[config.mk]
export PLATFORM = sky130hd
export DESIGN_NAME = spi_slave_ram_ctrl_flat
export DESIGN_NICKNAME = d
export VERILOG_FILES = /design/src/rtl/spi_slave_ram_ctrl_if.sv /design/src/rtl/spi_slave_ram_ctrl.sv /design/src/flat_wrapper.sv
export SDC_FILE = /design/constraint.sdc
export NUM_CORES = 1
export LEC_CHECK = 0
export CAP_MARGIN = 20
export CORE_MARGIN = 1.5
export CORE_UTILIZATION = 40
export CTS_BUF_LIST = sky130_fd_sc_hd__clkbuf_4
export DETAILED_ROUTE_END_ITERATION = 16
export GPL_TIMING_DRIVEN = 0
export PLACE_DENSITY = 0.66
export SLEW_MARGIN = 20
export SYNTH_ARGS = -nofsm -noshare
export SYNTH_HDL_FRONTEND = slang
export SYNTH_SLANG_ARGS = --single-unit
[constraint.sdc]
create_clock -name clk -period 2.1 [get_ports clk]
set_input_delay 0.21 -clock clk [delete_from_list [all_inputs] [get_ports clk]]
set_output_delay 0.21 -clock clk [all_outputs]
set_load 0.1 [all_outputs]
[src/rtl/spi_slave_ram_ctrl_if.sv]
// RAM-side access port of the SPI slave controller (256 x 16 RAM).
interface spi_slave_ram_ctrl_if;
  localparam int unsigned ADDR_W = 8;
  localparam int unsigned DATA_W = 16;

  logic              ram_we;
  logic              ram_re;
  logic [ADDR_W-1:0] ram_write_addr;
  logic [ADDR_W-1:0] ram_read_addr;
  logic [DATA_W-1:0] ram_data_in;
  logic [DATA_W-1:0] ram_data_out;

  modport master (
    output ram_we, ram_re, ram_write_addr, ram_read_addr, ram_data_in,
    input  ram_data_out
  );

  modport slave (
    input  ram_we, ram_re, ram_write_addr, ram_read_addr, ram_data_in,
    output ram_data_out
  );
endinterface

[src/rtl/spi_slave_ram_ctrl.sv]
// SPI mode-0 slave that turns 32-bit frames (cmd, addr, data) into RAM accesses.
module spi_slave_ram_ctrl #(
  parameter int unsigned SYNC_STAGES = 2
) (
  input  logic                        clk,
  input  logic                        rst_n,
  input  logic                        sclk,
  input  logic                        cs_n,
  input  logic                        mosi,
  output logic                        miso,
  output logic                        miso_oe,
  output logic                        frame_done,
  output logic                        frame_err,
  spi_slave_ram_ctrl_if.master        ram
);
  localparam int unsigned ADDR_W = 8;
  localparam int unsigned DATA_W = 16;
  localparam int unsigned CNT_W  = 6;
  localparam logic [CNT_W-1:0] CNT_CMD  = CNT_W'(8);
  localparam logic [CNT_W-1:0] CNT_ADDR = CNT_W'(16);
  localparam logic [CNT_W-1:0] CNT_RD0  = CNT_W'(17);
  localparam logic [CNT_W-1:0] CNT_END  = CNT_W'(32);

  typedef enum logic [2:0] {IDLE, CMD, ADDR, RD_FETCH, DATA, DONE} state_t;

  logic [SYNC_STAGES-1:0] sclk_sync, cs_sync, mosi_sync, sync_vld;
  logic sclk_d, cs_d, armed;
  logic sclk_s, cs_s, mosi_s, sclk_rise, sclk_fall, cs_fall;

  state_t            state, state_nxt;
  logic [CNT_W-1:0]  bit_cnt, bit_cnt_nxt;
  logic [DATA_W-1:0] rx_sr, rx_nxt, tx_sr, tx_nxt;
  logic              cmd_wr, cmd_wr_nxt;
  logic [ADDR_W-1:0] addr_q, addr_nxt;
  logic              miso_nxt, miso_oe_nxt, frame_done_nxt, frame_err_nxt;
  logic              ram_we_q, ram_we_nxt, ram_re_q, ram_re_nxt;
  logic [ADDR_W-1:0] wr_addr_q, wr_addr_nxt, rd_addr_q, rd_addr_nxt;
  logic [DATA_W-1:0] wr_data_q, wr_data_nxt;

  // Oversample async SPI pins; sync_vld marks when the chain holds real pin samples
  always_ff @(posedge clk or negedge rst_n) begin
    if (!rst_n) begin
      sclk_sync <= '0;
      cs_sync   <= '1;
      mosi_sync <= '0;
      sync_vld  <= '0;
      sclk_d    <= 1'b0;
      cs_d      <= 1'b1;
      armed     <= 1'b0;
    end else begin
      sclk_sync <= {sclk_sync[SYNC_STAGES-2:0], sclk};
      cs_sync   <= {cs_sync[SYNC_STAGES-2:0], cs_n};
      mosi_sync <= {mosi_sync[SYNC_STAGES-2:0], mosi};
      sync_vld  <= {sync_vld[SYNC_STAGES-2:0], 1'b1};
      sclk_d    <= sclk_s;
      cs_d      <= cs_s;
      // a frame may only start once cs_n has really been seen high after reset
      if (sync_vld[SYNC_STAGES-1] && cs_s) armed <= 1'b1;
    end
  end

  assign sclk_s    = sclk_sync[SYNC_STAGES-1];
  assign cs_s      = cs_sync[SYNC_STAGES-1];
  assign mosi_s    = mosi_sync[SYNC_STAGES-1];
  assign sclk_rise = sclk_s & ~sclk_d;
  assign sclk_fall = ~sclk_s & sclk_d;
  assign cs_fall   = ~cs_s & cs_d;

  assign ram.ram_we         = ram_we_q;
  assign ram.ram_re         = ram_re_q;
  assign ram.ram_write_addr = wr_addr_q;
  assign ram.ram_read_addr  = rd_addr_q;
  assign ram.ram_data_in    = wr_data_q;

  // State and registered outputs
  always_ff @(posedge clk or negedge rst_n) begin
    if (!rst_n) begin
      state      <= IDLE;
      bit_cnt    <= '0;
      rx_sr      <= '0;
      tx_sr      <= '0;
      cmd_wr     <= 1'b0;
      addr_q     <= '0;
      miso       <= 1'b0;
      miso_oe    <= 1'b0;
      ram_we_q   <= 1'b0;
      ram_re_q   <= 1'b0;
      wr_addr_q  <= '0;
      rd_addr_q  <= '0;
      wr_data_q  <= '0;
      frame_done <= 1'b0;
      frame_err  <= 1'b0;
    end else begin
      state      <= state_nxt;
      bit_cnt    <= bit_cnt_nxt;
      rx_sr      <= rx_nxt;
      tx_sr      <= tx_nxt;
      cmd_wr     <= cmd_wr_nxt;
      addr_q     <= addr_nxt;
      miso       <= miso_nxt;
      miso_oe    <= miso_oe_nxt;
      ram_we_q   <= ram_we_nxt;
      ram_re_q   <= ram_re_nxt;
      wr_addr_q  <= wr_addr_nxt;
      rd_addr_q  <= rd_addr_nxt;
      wr_data_q  <= wr_data_nxt;
      frame_done <= frame_done_nxt;
      frame_err  <= frame_err_nxt;
    end
  end

  // Frame decode: next state, bit shifting and strobe generation
  always_comb begin
    state_nxt      = state;
    bit_cnt_nxt    = bit_cnt;
    rx_nxt         = rx_sr;
    tx_nxt         = tx_sr;
    cmd_wr_nxt     = cmd_wr;
    addr_nxt       = addr_q;
    miso_nxt       = miso;
    miso_oe_nxt    = miso_oe;
    ram_we_nxt     = 1'b0;
    ram_re_nxt     = 1'b0;
    wr_addr_nxt    = wr_addr_q;
    rd_addr_nxt    = rd_addr_q;
    wr_data_nxt    = wr_data_q;
    frame_done_nxt = 1'b0;
    frame_err_nxt  = 1'b0;

    if ((state inside {CMD, ADDR, RD_FETCH, DATA}) && sclk_rise) begin
      rx_nxt = {rx_sr[DATA_W-2:0], mosi_s};
      if (bit_cnt != CNT_END) bit_cnt_nxt = bit_cnt + CNT_W'(1);
    end

    case (state)
      IDLE: begin
        if (armed && cs_fall) begin
          state_nxt   = CMD;
          bit_cnt_nxt = '0;
        end
      end
      CMD: begin
        if (bit_cnt == CNT_CMD) begin
          cmd_wr_nxt = rx_sr[7];
          state_nxt  = ADDR;
        end
      end
      ADDR: begin
        // read: issue ram_re, then move on in the cycle it is visible so RD_FETCH sees the data
        if (bit_cnt == CNT_ADDR) begin
          addr_nxt = rx_sr[ADDR_W-1:0];
          if (cmd_wr) begin
            state_nxt = DATA;
          end else if (ram_re_q) begin
            state_nxt = RD_FETCH;
          end else begin
            ram_re_nxt  = 1'b1;
            rd_addr_nxt = rx_sr[ADDR_W-1:0];
          end
        end
      end
      RD_FETCH: begin
        tx_nxt      = ram.ram_data_out;
        miso_nxt    = ram.ram_data_out[DATA_W-1];
        miso_oe_nxt = 1'b1;
        state_nxt   = DATA;
      end
      DATA: begin
        if (bit_cnt == CNT_END) begin
          state_nxt      = DONE;
          frame_done_nxt = 1'b1;
          if (cmd_wr) begin
            ram_we_nxt  = 1'b1;
            wr_addr_nxt = addr_q;
            wr_data_nxt = rx_sr;
          end
        end else if (!cmd_wr && sclk_fall && bit_cnt >= CNT_RD0) begin
          tx_nxt   = {tx_sr[DATA_W-2:0], 1'b0};
          miso_nxt = tx_sr[DATA_W-2];
        end
      end
      DONE: ;
      default: state_nxt = IDLE;
    endcase

    // cs_n high ends the frame from any state; anything decoded this cycle is dropped
    if (state != IDLE && cs_s) begin
      state_nxt      = IDLE;
      miso_nxt       = 1'b0;
      miso_oe_nxt    = 1'b0;
      ram_we_nxt     = 1'b0;
      ram_re_nxt     = 1'b0;
      wr_addr_nxt    = wr_addr_q;
      rd_addr_nxt    = rd_addr_q;
      wr_data_nxt    = wr_data_q;
      frame_done_nxt = 1'b0;
      frame_err_nxt  = (bit_cnt != '0) && (bit_cnt != CNT_END);
    end
  end
endmodule

[src/flat_wrapper.sv]
// flat-port wrapper written by rule: the top's interface ports become plain ports
module spi_slave_ram_ctrl_flat 
#(
  parameter int unsigned SYNC_STAGES = 2
)
  (clk, rst_n, sclk, cs_n, mosi, miso, miso_oe, frame_done, frame_err, ram_ram_we, ram_ram_re, ram_ram_write_addr, ram_ram_read_addr, ram_ram_data_in, ram_ram_data_out);
  spi_slave_ram_ctrl_if ram_i ();
  input  logic clk;
  input  logic rst_n;
  input  logic sclk;
  input  logic cs_n;
  input  logic mosi;
  output logic miso;
  output logic miso_oe;
  output logic frame_done;
  output logic frame_err;
  output wire logic [$bits(ram_i.ram_we)-1:0] ram_ram_we;
  output wire logic [$bits(ram_i.ram_re)-1:0] ram_ram_re;
  output wire logic [$bits(ram_i.ram_write_addr)-1:0] ram_ram_write_addr;
  output wire logic [$bits(ram_i.ram_read_addr)-1:0] ram_ram_read_addr;
  output wire logic [$bits(ram_i.ram_data_in)-1:0] ram_ram_data_in;
  input wire logic [$bits(ram_i.ram_data_out)-1:0] ram_ram_data_out;
  assign ram_ram_we = ram_i.ram_we;
  assign ram_ram_re = ram_i.ram_re;
  assign ram_ram_write_addr = ram_i.ram_write_addr;
  assign ram_ram_read_addr = ram_i.ram_read_addr;
  assign ram_ram_data_in = ram_i.ram_data_in;
  assign ram_i.ram_data_out = ram_ram_data_out;
  spi_slave_ram_ctrl #(.SYNC_STAGES(SYNC_STAGES)) u_core (.clk(clk), .rst_n(rst_n), .sclk(sclk), .cs_n(cs_n), .mosi(mosi), .miso(miso), .miso_oe(miso_oe), .frame_done(frame_done), .frame_err(frame_err), .ram(ram_i));
endmodule
==> results.py <==
metrics = {
    "final_layout": {
        "multi_input_comb_area_mm2": 0.00175,
        "layout-drive-gt1-share": 0.373,
        "layout.nets": 405,
        "number_of_diodes_added_for_antenna_fixing": 0,
        "areaGrowthSynthToFinish_pct": 24.8,
        "fin_util": 0.515,
        "filler_cell_count": 930,
        "seqCellArea_mm2": 0.00246,
    },
    "global_routing": {
        "grt_start_max_net_pins": 51,
        "grt_overflow": 0,
        "grt_first_pass_wirelength_um": 13600,
        "initial_antenna_violation_count": 0,
        "grt_use_total": 0.154,
        "number_of_global_route_vias_before_repair": 2820,
    },
    "worst_setup_path": {
        "setup.worst_path.start": "u_core.bit_cnt[1]$_DFF_PN0_",
        "critical_path.max_fanout": 4,
        "worstSetupStartpointType": "flip-flop",
        "worstPathRequired_ns": 2.46,
        "worstRegToRegCells": 8,
        "r2r-start": "u_core.bit_cnt[1]$_DFF_PN0_",
        "setup.worst_path.class": "reg -> reg",
        "arrival_ns": 2.42,
        "setup.worst_path.end_class": "flip-flop",
    },
    "sta": {
        "slew_viol_final": 0,
        "fin_tns_setup_ns": 0,
        "period_needed_ns": 2.07,
        "rsz_0062_raised_after_global_routing": "true",
        "setup_viol": 0,
        "fmax_ghz": 0.484,
        "max_slew_margin": 0.336,
        "worst_clock_skew_ns": 0.0132,
        "finalHoldWorstSlack_ns": 0.150,
        "final_min_period_over_clock_period": 0.984,
        "timing_hold_violations_final": 0,
        "timing_worst_slew_pin_value_ns": 1.00,
    },
    "power": {
        "power.switching_mw": 1.80,
        "share_seq_of_total_power": 0.466,
        "power.density_mw_per_mm2": 985,
        "power.internal_mw": 3.46,
        "clock_power_share": 0.202,
        "irDropWorstVdd_v": 0.000382,
        "p_sw_frac": 0.342,
        "cellLeakagePower_nw": 2.66,
        "comb_power_share": 0.332,
    },
    "drt": {
        "first_pass_iters": 4,
        "totalWireLength_um": 8060,
        "postRouteAntennaNets": 0,
        "initialDrtViolationCount": 100,
        "drc": 0,
        "avgRoutedWirePerCell_um": 15.4,
        "route.vias.total": 2644,
        "drt-vias-per-instance": 5.07,
    },
    "die": {
        "floorplan.die_area_mm2": 0.0113,
        "placement_rows": 37,
        "fp.dieW_um": 106,
        "initial_utilization": 0.413,
        "die-height_um": 106,
        "num_io_pins": 59,
        "fp.coreArea_mm2": 0.0104,
    },
    "yosys": {
        "yosys.area.top_type": "dfrtp_1",
        "post_synth_edffs": 0,
        "synth_top_area_frac": 0.555,
        "synth-main-ff-cell": "dfrtp_1",
        "cell_with_the_most_instances_after_synthesis": "dfrtp_1",
        "synthCells": 298,
        "post_synth_instance_area_mm2": 0.00428,
        "synth.yosys.warnings": 0,
        "synth_nets": 322,
        "seq_area_frac_synth": 0.574,
        "netlist_top_cells_area": "dfrtp_1, mux2_2, mux2_4",
        "avgSynthCellArea_um2": 14.4,
        "synth.ff_latch_count": 98,
        "async_set_or_reset_register_ratio_after_synthesis": 1.00,
        "synth.cells.most_frequent": "dfrtp_1, mux2_2, nor2_1",
        "yosysUniqueCellTypes": 57,
    },
    "cts": {
        "clk_root_buffer_cell": "clkbuf_4",
        "tritoncts_clock_tree": "done",
        "numCtsBuffers": 9,
        "cts_sinks": 98,
        "clock_tree.buffer_depth": 2,
        "path_clk_slew_ns": 0.16,
        "ctsHtreeMaxLevel": 3,
        "clock_insertion_delay_worst_skew_ns": 0.45,
    },
    "worst_hold_path": {
        "hold_path_depth": 1,
        "hold_sp": "cs_n",
        "min_path_type": "in -> reg",
    },
    "placement": {
        "place.gp.congestion": 0.824,
        "dp_hpwl_um": 5340,
        "port_buffer_count": 58,
    },
    "job": {
        "cap_viol_max_count": 0,
    },
    "outcome": {
        "outcome": "completed",
    },
}
## registers in the layout (all words and copies together), names as in the netlist, 2 cells and up
register	cells
u_core.ram.ram_data_in	16
u_core.rx_sr	16
u_core.tx_sr	15
u_core.addr_q	8
u_core.ram.ram_read_addr	8
u_core.ram.ram_write_addr	8
u_core.bit_cnt	6
u_core.state	3
u_core.cs_sync	2
u_core.mosi_sync	2
u_core.sclk_sync	2
u_core.sync_vld	2
## through the flow
stage	total power, mW	cell area (um^2)	setup WS, ns	cells
after global routing	5.58	5340	-0.0762	522
after CTS	5.24	5300	-0.0000508	520
after floorplan	3.66	4280	0.0568	298
final	5.26	5340	0.0333	522
after global placement	4.01	5030	-2.75	492
after detailed placement	4.05	5060	-0.247	493
## layout by cell type, fill, tap and decap left out, types with 2 or more instances in the layout
cell type	Yosys	routed
dfrtp_1	95	95
mux2_2	74	74
dlygate4sd2_1	0	38
clkdlybuf4s50_1	0	19
clkbuf_4	1	11
buf_4	0	11
nor2_1	11	10
buf_6	4	9
mux2_4	8	8
nand2_1	7	7
o21ai_0	7	7
inv_1	8	6
xnor2_1	5	5
clkbuf_1	6	4
o21bai_1	3	3
nand2b_1	3	3
a211oi_1	3	3
mux2i_1	3	3
dfstp_2	3	3
inv_2	0	2
and2_1	2	2
a21o_1	2	2
nand3_1	4	2
nor3_1	2	2
nand3_2	0	2
and3_1	2	2
o2bb2ai_1	2	2
nor2b_1	2	2
nor3b_1	2	2
o211ai_1	2	2
ha_1	3	2
clkinv_4	0	2
inv_6	0	2
## routing by layer
layer  global-route usage  part of all wire  routed length [um]  up-vias
met2                0.238              0.45                3590       66
met5                    0                 0                   0        -
li1                     -                 -                   -     1245
met1                0.205              0.47                3750     1320
met3               0.0472             0.070                 568       13
met4               0.0533             0.019                 150        0
## cell type report
type                            count  area share
Multi-Input combinational cell    177       0.327
Buffer                             14      0.0201
Timing Repair Buffer               73       0.127
Inverter                            8     0.00562
Clock inverter                      7      0.0162
Sequential cell                    98       0.460
Clock buffer                        9      0.0126
Tap cell                          136      0.0319
## critical path, cell delays in order, from the launching register on
cell       delay, ns
dfrtp_1         0.43
inv_2           0.08
ha_4            0.14
or4b_4          0.48
o2111ai_4       0.24
buf_4           0.15
buf_4           0.10
nand4b_1        0.09
a32o_1          0.26
## logic make-up after synthesis
kind of cell	after synthesis	synth area share
XOR/XNOR	5	0.0102
flip-flops	98	0.574
adder cells (fa/ha/maj)	3	0.00877
multiplexers	85	0.230
AO/OA/AOI/OAI	36	0.0754
other	1	0.000876
AND/OR/NAND/NOR	47	0.0719
buffers and inverters	23	0.0292
## power by group through the flow
stage	Combinational [mW]	Clock, mW	Sequential, mW
detailed placement	1.55	0	2.50
CTS	1.71	1.09	2.45
global route	1.90	1.17	2.51
finish	1.75	1.06	2.45
global placement	1.51	0	2.49
floorplan	1.07	0	2.59
## final timing paths
path / endpoint / slack (ns)
hold / removal: u_core.cs_sync[0]$_DFF_PN1_ / 0.15
hold reg to reg: u_core.cs_sync[1]$_DFF_PN1_ / 0.37
max in group asynchronous: u_core.rx_sr[7]$_DFFE_PN0N_ / 1.26
setup / recovery: u_core.miso$_DFFE_PN0P_ / 0.03
setup reg to reg: u_core.miso$_DFFE_PN0P_ / 0.03
min in group asynchronous: u_core.miso_oe$_DFFE_PN0P_ / 0.25
## timing repair
action / 4_1_cts / 5_1_grt
resized for setup: 50 / 9
setup buffers: 9 / 3
hold buffers: 1 / 0
endpoints found under the setup margin: 114 / 50
hold endpoints to repair: 45 / 0
gates cloned: 1 / 0
pin swaps: 3 / 3
No activity file was read; power rests on OpenSTA's default activity.
